==> src/rtl/bus1mhz_jim_responder.sv <==
// BBC 1MHz bus responder: FRED register window, JIM paging registers
// (&FCFF/&FCFE) and &FDxx host cycles mapped onto a req/ack SRAM port.
//
// Ports:
//   clk50, rst                       system clock, sync active-high reset
//   clke, rnw, pgfc_n, pgfd_n        asynchronous host strobes
//   bus_addr, bus_data_in            host address / write data
//   bus_data_out, bus_data_oe        read data and pin drive enable
//   reg_wr, reg_addr, reg_wdata      application register write port
//   reg_rdata                        application register read data
//   ram_req, ram_we, ram_addr,
//   ram_wdata, ram_rdata, ram_ack    external SRAM request port
//   jim_en                           JIM paging enabled
//
// Optional feature macro: JIM_AUTOINC_EN (page auto-increment on &FDFF).

module bus1mhz_jim_responder #(
    parameter logic [7:0] REG_BASE  = 8'hA0,
    parameter int         NUM_REGS  = 9,
    parameter logic [5:0] JIM_DEVID = 6'h32,
    parameter int         RAM_AW    = 19
) (
    input  logic              clk50,
    input  logic              rst,
    input  logic              clke,
    input  logic              rnw,
    input  logic              pgfc_n,
    input  logic              pgfd_n,
    input  logic [7:0]        bus_addr,
    input  logic [7:0]        bus_data_in,
    output logic [7:0]        bus_data_out,
    output logic              bus_data_oe,
    output logic              reg_wr,
    output logic [3:0]        reg_addr,
    output logic [7:0]        reg_wdata,
    input  logic [7:0]        reg_rdata,
    output logic              ram_req,
    output logic              ram_we,
    output logic [RAM_AW-1:0] ram_addr,
    output logic [7:0]        ram_wdata,
    input  logic [7:0]        ram_rdata,
    input  logic              ram_ack,
    output logic              jim_en
);

    localparam logic [7:0] NREG = 8'(NUM_REGS);

    typedef enum logic [1:0] {
        IDLE,
        RD_REQ,
        RD_HOLD,
        WR_REQ
    } state_t;

    // Two-flop synchronisers; strobes idle at their inactive level.
    logic [1:0] clke_s;
    logic [1:0] rnw_s;
    logic [1:0] pgfc_s;
    logic [1:0] pgfd_s;
    logic       clke_q;

    always_ff @(posedge clk50) begin
        if (rst) begin
            clke_s <= 2'b00;
            rnw_s  <= 2'b11;
            pgfc_s <= 2'b11;
            pgfd_s <= 2'b11;
            clke_q <= 1'b0;
        end else begin
            clke_s <= {clke_s[0], clke};
            rnw_s  <= {rnw_s[0], rnw};
            pgfc_s <= {pgfc_s[0], pgfc_n};
            pgfd_s <= {pgfd_s[0], pgfd_n};
            clke_q <= clke_s[1];
        end
    end

    logic              clke_sy;
    logic              rnw_sy;
    logic              rise;
    logic              fall;
    logic              fsel;
    logic              fwin;
    logic              jsel;
    logic [7:0]        reg_off;
    logic              new_rd;
    logic              new_wr;
    logic              new_v;
    logic [RAM_AW-1:0] new_addr;
    logic [1:0]        page_hi;
    logic [7:0]        page_lo;
    logic [7:0]        rdata_q;

    state_t            state;
    logic              pend_v;
    logic              pend_we;
    logic [RAM_AW-1:0] pend_addr;
    logic [7:0]        pend_data;

    always_comb begin
        clke_sy  = clke_s[1];
        rnw_sy   = rnw_s[1];
        rise     = clke_sy & ~clke_q;
        fall     = ~clke_sy & clke_q;
        fsel     = ~pgfc_s[1];
        reg_off  = bus_addr - REG_BASE;
        fwin     = fsel & (reg_off < NREG);
        jsel     = ~pgfd_s[1] & jim_en;
        new_rd   = rise & jsel & rnw_sy;
        new_wr   = fall & jsel & ~rnw_sy;
        new_v    = new_rd | new_wr;
        // SRAM MSB stays zero; paging supplies the rest.
        new_addr = RAM_AW'({page_hi, page_lo, bus_addr});
    end

`ifdef JIM_AUTOINC_EN
    // A write is accepted unless the single pending slot is full.
    logic wr_accept;
    logic inc_fire;

    always_comb begin
        wr_accept = (state == IDLE) |
                    ((state == WR_REQ) & (ram_ack | ~pend_v | ~pend_we));
        inc_fire  = fall & jsel & (bus_addr == 8'hFF) &
                    (rnw_sy ? ((state == RD_REQ) | (state == RD_HOLD))
                            : wr_accept);
    end
`endif

    // Register port and paging registers.
    always_ff @(posedge clk50) begin
        if (rst) begin
            reg_wr    <= 1'b0;
            reg_addr  <= 4'h0;
            reg_wdata <= 8'h00;
            jim_en    <= 1'b0;
            page_hi   <= 2'b00;
            page_lo   <= 8'h00;
        end else begin
            reg_wr <= 1'b0;
            // Track the window index so reg_rdata is ready for reads.
            if (fwin)
                reg_addr <= reg_off[3:0];
            if (fall && fwin && !rnw_sy) begin
                reg_wr    <= 1'b1;
                reg_wdata <= bus_data_in;
            end
            if (fall && fsel && !rnw_sy && bus_addr == 8'hFF) begin
                if (bus_data_in[7:2] == JIM_DEVID) begin
                    jim_en  <= 1'b1;
                    page_hi <= bus_data_in[1:0];
                end else begin
                    jim_en  <= 1'b0;
                end
            end else if (fall && fsel && !rnw_sy && bus_addr == 8'hFE) begin
                page_lo <= bus_data_in;
            end
`ifdef JIM_AUTOINC_EN
            else if (inc_fire) begin
                {page_hi, page_lo} <= {page_hi, page_lo} + 10'd1;
            end
`endif
        end
    end

    // SRAM request FSM.
    always_ff @(posedge clk50) begin
        if (rst) begin
            state     <= IDLE;
            ram_req   <= 1'b0;
            ram_we    <= 1'b0;
            ram_addr  <= '0;
            ram_wdata <= 8'h00;
            rdata_q   <= 8'h00;
            pend_v    <= 1'b0;
            pend_we   <= 1'b0;
            pend_addr <= '0;
            pend_data <= 8'h00;
        end else begin
            unique case (state)
                IDLE: begin
                    if (new_rd) begin
                        ram_req  <= 1'b1;
                        ram_we   <= 1'b0;
                        ram_addr <= new_addr;
                        state    <= RD_REQ;
                    end else if (new_wr) begin
                        ram_req   <= 1'b1;
                        ram_we    <= 1'b1;
                        ram_addr  <= new_addr;
                        ram_wdata <= bus_data_in;
                        state     <= WR_REQ;
                    end
                end
                RD_REQ: begin
                    if (ram_ack) begin
                        rdata_q <= ram_rdata;
                        ram_req <= 1'b0;
                        state   <= fall ? IDLE : RD_HOLD;
                    end else if (fall) begin
                        // Host cycle over: abandon, host saw old latch.
                        ram_req <= 1'b0;
                        ram_we  <= 1'b0;
                        state   <= IDLE;
                    end
                end
                RD_HOLD: begin
                    if (fall)
                        state <= IDLE;
                end
                WR_REQ: begin
                    if (ram_ack) begin
                        // A pending read whose host cycle ended is dropped.
                        if (pend_v && !(fall && !pend_we)) begin
                            ram_addr  <= pend_addr;
                            ram_we    <= pend_we;
                            ram_wdata <= pend_data;
                            state     <= pend_we ? WR_REQ : RD_REQ;
                            pend_v    <= new_v;
                            pend_we   <= new_wr;
                            pend_addr <= new_addr;
                            pend_data <= bus_data_in;
                        end else if (new_v) begin
                            ram_addr  <= new_addr;
                            ram_we    <= new_wr;
                            ram_wdata <= bus_data_in;
                            state     <= new_wr ? WR_REQ : RD_REQ;
                            pend_v    <= 1'b0;
                        end else begin
                            ram_req <= 1'b0;
                            ram_we  <= 1'b0;
                            pend_v  <= 1'b0;
                            state   <= IDLE;
                        end
                    end else if (new_v && (!pend_v || (fall && !pend_we))) begin
                        pend_v    <= 1'b1;
                        pend_we   <= new_wr;
                        pend_addr <= new_addr;
                        pend_data <= bus_data_in;
                    end else if (fall && pend_v && !pend_we) begin
                        pend_v <= 1'b0;
                    end
                end
                default: state <= IDLE;
            endcase
        end
    end

    // Read data drive; clke_sy low (fall onward) releases the bus.
    always_comb begin
        bus_data_oe  = 1'b0;
        bus_data_out = 8'h00;
        if (clke_sy && rnw_sy) begin
            if (fwin) begin
                bus_data_oe  = 1'b1;
                bus_data_out = reg_rdata;
            end else if (fsel && jim_en && bus_addr == 8'hFF) begin
                bus_data_oe  = 1'b1;
                bus_data_out = {JIM_DEVID, page_hi};
            end else if (fsel && jim_en && bus_addr == 8'hFE) begin
                bus_data_oe  = 1'b1;
                bus_data_out = page_lo;
            end else if (jsel) begin
                bus_data_oe  = 1'b1;
                bus_data_out = rdata_q;
            end
        end
    end

endmodule

==> config.mk <==
export PLATFORM = sky130hd
export DESIGN_NAME = bus1mhz_jim_responder
export DESIGN_NICKNAME = d
export VERILOG_FILES = /design/src/rtl/bus1mhz_jim_responder.sv
export SDC_FILE = /design/constraint.sdc
export NUM_CORES = 1
export LEC_CHECK = 0
export BUFFER_PORTS_ARGS = -buffer_cell sky130_fd_sc_hd__buf_2
export CORE_UTILIZATION = 40
export CTS_BUF_LIST = sky130_fd_sc_hd__clkbuf_4 sky130_fd_sc_hd__clkbuf_8 sky130_fd_sc_hd__clkbuf_16
export DETAILED_ROUTE_END_ITERATION = 8
export PLACE_DENSITY = 0.59
export SETUP_SLACK_MARGIN = 0.3
export SLEW_MARGIN = 20
export SYNTH_ARGS = -nofsm -noshare
export SYNTH_HDL_FRONTEND = slang
export SYNTH_SLANG_ARGS = --single-unit
==> constraint.sdc <==
create_clock -name clk50 -period 2.74 [get_ports clk50]
set_input_delay 0.548 -clock clk50 [delete_from_list [all_inputs] [get_ports clk50]]
set_output_delay 0.548 -clock clk50 [all_outputs]
set_load 0.1 [all_outputs]
### Word level (Yosys, flattened, before mapping)

Cells that the tools add are included.

* word-level logic and storage cells: 152
* register bits after elaboration: 101
* input bits: 39
* output and inout port bits: 52

* bitwise logic cells: 15
* multiplexer cells: 62
* reduce and logical (&&, ||, !) cells: 35
* equal/unequal tests: 17
* magnitude comparators: 1
* add/subtract/negate cells: 1

Operators by type and width (number)
* 19-bit two-way mux: 8
* 8-bit two-way mux: 13
* 19-bit case mux with 2 select lines: 1
* 1-bit two-way mux: 26
* 2-bit two-way mux: 10
* 8-bit == test, second input constant: 2
* 8-bit case mux with 2 select lines: 1
* 1-bit logical AND: 15
* 2-bit inequality test, second input constant: 7
* 2-bit AND reduction: 5
* 5-bit AND reduction: 2
* 3-bit inequality test, second input constant: 3
* 1-bit bitwise AND: 8
* 8-bit by 4-bit less-than comparator with 1-bit output, second input constant: 1
* 2-bit case mux with 4 select lines: 1
* 8-bit subtractor, second input constant: 1
* 6-bit == test, second input constant: 1
* 1-bit NOT: 6
* 1-bit case mux with 3 select lines: 2
* 6-bit AND reduction: 1
* 3-bit nonzero test: 2
* 2-bit == test, second input constant: 2
* 1-bit zero test: 4
* 4-bit AND reduction: 1
* 7 further kinds: 8

### Longest topological paths before layout

* depth in word-level cells: 9
* depth in mapped cells: 8
* gate-level depth less buffers: 7

### Worst setup path after synthesis

Ideal clock, no wire load.

* path kind: flip-flop to output port
* start point: reg jim_en
* end point: out bus_data_out[1]
* stages on the path, launching flop included: 8
* data required time: 2.192 ns
* arrival: 3.375 ns
* setup slack: -1.183 ns
* path buffers: 2
* cells stage by stage: dfxtp_1 -> nor2b_1 -> clkbuf_1 -> clkbuf_1 -> nand2_1 -> nor2_1 -> a21oi_1 -> o22ai_1

* word-level cells in the longest chain between the ends: 6
* elaborated cells between the ends (all ways): 9
* those cells by class: mux (5); bitwise (1); reduce/logical (3)

RTL lines
* start: declaration: line 43 `output logic jim_en`
* start signal: assignment: line 136 `jim_en <= 1'b0;`
* start signal: assignment: line 150 `jim_en <= 1'b1;`
* start signal: assignment: line 153 `jim_en <= 1'b0;`
* 1-bit bitwise AND or 1-bit logical AND (tied branches): line 108, 257, 260
* 8-bit two-way mux or 1-bit logical AND (tied branches): line 263, 260
* 8-bit two-way mux: line 260 `end else if (fsel && jim_en && bus_addr == 8'hFE) begin`
* 8-bit two-way mux *: line 257 `end else if (fsel && jim_en && bus_addr == 8'hFF) begin`
* 8-bit two-way mux *: line 254 `if (fwin) begin`
* 8-bit two-way mux *: line 253 `if (clke_sy && rnw_sy) begin`
* end: declaration: line 31 `output logic [7:0] bus_data_out,`

Every way passes the cells marked *; elsewhere a longest branch is shown, timed or not.

### Final worst setup path

* start point: reg pgfc_s[1]
* end point: out bus_data_out[1]

* word-level cells in the longest chain between the ends: 7
* elaborated cells between the ends (all ways): 9
* those cells by class: mux (4); bitwise (2); reduce/logical (3)

RTL lines
* start: declaration: line 58 `logic [1:0] pgfc_s;`
* start signal: assignment: line 72 `pgfc_s <= {pgfc_s[0], pgfc_n};`
* 1-bit NOT *: line 105 `fsel = ~pgfc_s[1];`
* 1-bit logical AND: line 257, 260
* 1-bit logical AND: line 260
* 8-bit two-way mux: line 260
* 8-bit two-way mux: line 257
* 8-bit two-way mux *: line 254
* 8-bit two-way mux *: line 253

Marks and branches as above.

==> flow_metrics.tcl <==
set metrics [dict create \
    status "complete, no violations" \
    syn_nets 573 \
    synth_warnings 0 \
    synth_cell_types 50 \
    numPortBuffers 89 \
    syn_inst 533 \
    tns_ns 0 \
    final-seq-area_sq_mm 0.00198 \
    ios 91 \
    cts_buffer_depth 2 \
    crit_cells 9 \
    maxCapViolCount 0 \
    dr.pass1.iters 5 \
    antenna_found_initial 0 \
    cp_slowest_cell "dfxtp_2" \
    avgSynthCellArea_sq_um 8.33 \
    syn_to_final_growth_pct 29.6 \
    dp_hpwl_um 8300 \
    p_total_mw 2.63 \
    synth_flop_cell "dfxtp_1" \
    min_path_type "in -> reg" \
    worstReg2RegEnd "ram_wdata[7]" \
    cts_root_buffer "clkbuf_8" \
    gp_congestion 0.803 \
    rsz0062_at_grt "yes" \
    p_switching_mw 0.618 \
    postRouteAntennaNets 0 \
    post-route-drc-count 0 \
    drt_iter0_drc 208 \
    insertion_delay_ns 0.37 \
    holdPathStages 2 \
    comb_power_share_pct 5.6 \
    placementRows 38 \
    nets 662 \
    dp_slack_ns -0.00414 \
    grt-ovfl-total 0 \
    vias 4071 \
    cts_tree "built" \
    critPathArrivalTime_ns 2.07 \
    worstPathMaxFanout 5 \
    ys_ff_latch 99 \
    tightest_slew_ns 0.702 \
    p_leak_nw 2.30 \
    dp_cells 742 \
    path_clk_slew_ns 0.09 \
    timing.rr.start "clke_s[1]" \
    worst_path_most_repeated_cell "buf_12" \
    wl_per_cell_um 15.8 \
    fin_crit_ns 2.62 \
    rrSetupSlack_ns 0.68 \
    drive_gt1_share_pct 30.0 \
    worstPathCellList "nand4b_1 > buf_6 > nor4b_4 > buf_4 > buf_12 > nor2_2 > a21oi_2 > o22ai_4 > buf_12" \
    finalCritPeriodShare_pct 95.5 \
    ys_seq_area_share_pct 44.6 \
    synthArstFlopShare_pct 0 \
    htreeDepth 3 \
    cp-end-kind "output pin" \
    start_util_pct 41.0 \
    die_area_sq_mm 0.0115 \
    critPathMaxStageDelay_ns 0.32 \
    grt_usage_pct 21.9 \
    setup_ws_ns 0.123 \
    r2r_cells 6 \
    max-vdd-ir-drop_v 0.000291 \
    yosysTopAreaCellShare_pct 44.6 \
    seqPwrFrac_pct 55.1 \
    endpoint "bus_data_out[1]" \
    cts_num_sinks 99 \
    required_ns 2.19 \
    n_antenna_cell 0 \
    nFillCells 1015 \
    grt_start_max_net_pins 39 \
    synth_area_leaders "dfxtp_1 (45%), mux2i_1 (8.1%), nor2_1 (6.4%), nand2_1 (5.9%), a21oi_1 (5.6%)" \
    fin_util_pct 53.1 \
    numCtsBuffers 9 \
    final_cells 767 \
    slew-limit-headroom_pct 53.2 \
    hold_violations 0 \
    synth_edf_count 0 \
    hp-start "pgfd_n" \
    cp.buffers_inverters 4 \
    crit_family "buffers and inverters" \
    powerDensity_mw_per_mm2 457 \
    swShare_pct 23.5 \
    die_y_um 107 \
    internal_power_mw 2.01 \
    fp.dieW_um 107 \
    setup_violations 0 \
    grt_pass1_wl_um 19500 \
    grt_pass1_vias 3825 \
    clock_skew_ns 0.00728 \
    vias_per_cell 5.31 \
    routed_wl_um 12100 \
    fmax_mhz 382 \
    start_kind "register" \
    drv_slew 0 \
    synth_top_area_cell "dfxtp_1" \
    multi_input_area_sq_mm 0.00243 \
    syn_area_sq_mm 0.00444 \
    core_area_sq_mm 0.0108 \
    crit_type "reg -> out" \
    clockPowerShare_pct 39.4 \
    crit_path_start "pgfc_s[1]" \
]
cell type report:
class                   instances  area share [%]
multi-input cells             386            42.3
flip-flops and latches         99            34.5
repair buffers                121            15.9
well taps                     140            3.04
clock buffers                   9            2.15
clock inverters                 7            1.59
inverters                       5           0.587
kinds of logic after synthesis:
logic type | Yosys count | share of synthesized area (%)
flip-flops | 99 | 44.6
XOR/XNOR | 1 | 0.197
AO/OA/AOI/OAI | 132 | 18.5
buffers and inverters | 48 | 5.64
multiplexers | 36 | 8.12
adder cells (fa/ha/maj) | 1 | 0.282
other | 1 | 0.0844
AND/OR/NAND/NOR | 215 | 22.6
worst min-delay path by stage:
stage	end	slack [ns]
4_1_cts	pgfd_s[0]	0.34
5_1_grt	rnw_s[0]	0.33
3_5_place_dp	rnw_s[1]	0.39
2_1_floorplan	pgfc_s[1]	0.39
3_3_place_gp	pgfd_s[1]	0.39
6_report	pgfd_s[0]	0.35
power by group through the flow:
stage          Clock (mW)  Combinational (mW)  Sequential [mW]
2_1_floorplan           0              0.0730             1.48
3_3_place_gp            0               0.136             1.48
3_5_place_dp            0               0.138             1.48
4_1_cts              1.06               0.144             1.45
5_1_grt              1.12               0.158             1.45
6_report             1.03               0.146             1.45
worst reg2reg max path: stages (launching register included):
cell     delay [ns]
dfxtp_1        0.51
nor3b_4        0.09
buf_4          0.19
o21a_2         0.26
o21ai_2        0.56
a22o_1         0.26
a21oi_1        0.06
synth_stat cells, types with 2 or more instances:
library cell,n
nor2_1,76
o31ai_1,2
a211oi_1,5
mux2i_1,36
nand2_1,70
a311oi_1,17
nor3_1,2
nor4b_1,2
dfxtp_1,99
o22ai_1,2
nor2b_1,5
inv_1,5
nand3_1,34
buf_4,2
buf_2,12
buf_6,2
buf_12,2
o21ai_1,3
clkbuf_1,25
and2_1,2
a22o_1,8
o21ai_0,33
a22oi_1,2
a31oi_1,3
nand2b_1,2
and3_1,3
or2_2,6
a21oi_1,50
o211ai_1,2
sequential cells by signal (all words and copies together), names as in the netlist, 2 cells and up:
signal / count
page_lo: 8
rnw_s: 2
state: 2
pend_data: 8
pgfc_s: 2
pend_addr: 18
ram_wdata: 8
ram_addr: 18
page_hi: 2
reg_wdata: 8
rdata_q: 8
pgfd_s: 2
reg_addr: 4
clke_s: 2
cell usage in the layout, fill, tap and decap left out, types with 3 or more instances in the layout:
| cell type | instances |
|---|---|
| dfxtp_1 | 97 |
| buf_4 | 26 |
| a22o_1 | 8 |
| inv_1 | 3 |
| clkbuf_8 | 9 |
| a211oi_1 | 5 |
| mux2i_1 | 36 |
| nor2_1 | 68 |
| o21ai_1 | 3 |
| o21ai_0 | 30 |
| a21oi_2 | 8 |
| nor2_2 | 7 |
| nand2_1 | 69 |
| a21oi_1 | 38 |
| a311oi_1 | 17 |
| nand3_1 | 34 |
| buf_12 | 12 |
| nor2b_1 | 5 |
| buf_2 | 78 |
| or2_2 | 6 |
| o21ai_4 | 3 |
| clkinv_2 | 3 |
| a21oi_4 | 4 |
per-stage QoR:
stage	instance area, sq um	hold WS [ns]
global placement	5340	0.391
CTS	5650	0.338
floorplan	4620	0.389
global route	5750	0.334
finish	5750	0.352
detailed placement	5340	0.395
routing by layer:
layer | wire (um) | track usage [%] | vias to the layer above
li1 | - | - | 2032
met1 | 5570 | 28.6 | 1941
met2 | 5850 | 36.1 | 85
met3 | 535 | 4.72 | 13
met4 | 156 | 6.56 | 0
met5 | 0 | 0 | -
what timing repair did:
| item | 4_1_cts | 5_1_grt |
|---|---|---|
| endpoints found under the hold margin | 0 | 0 |
| buffers inserted | 3 | 4 |
| setup endpoints to repair | 9 | 9 |
| resized for setup | 23 | 9 |
| pin swaps | 3 | 9 |
| hold buffers | 0 | 0 |
| gates cloned | 0 | 2 |
No activity file was read; power rests on OpenSTA's default activity.
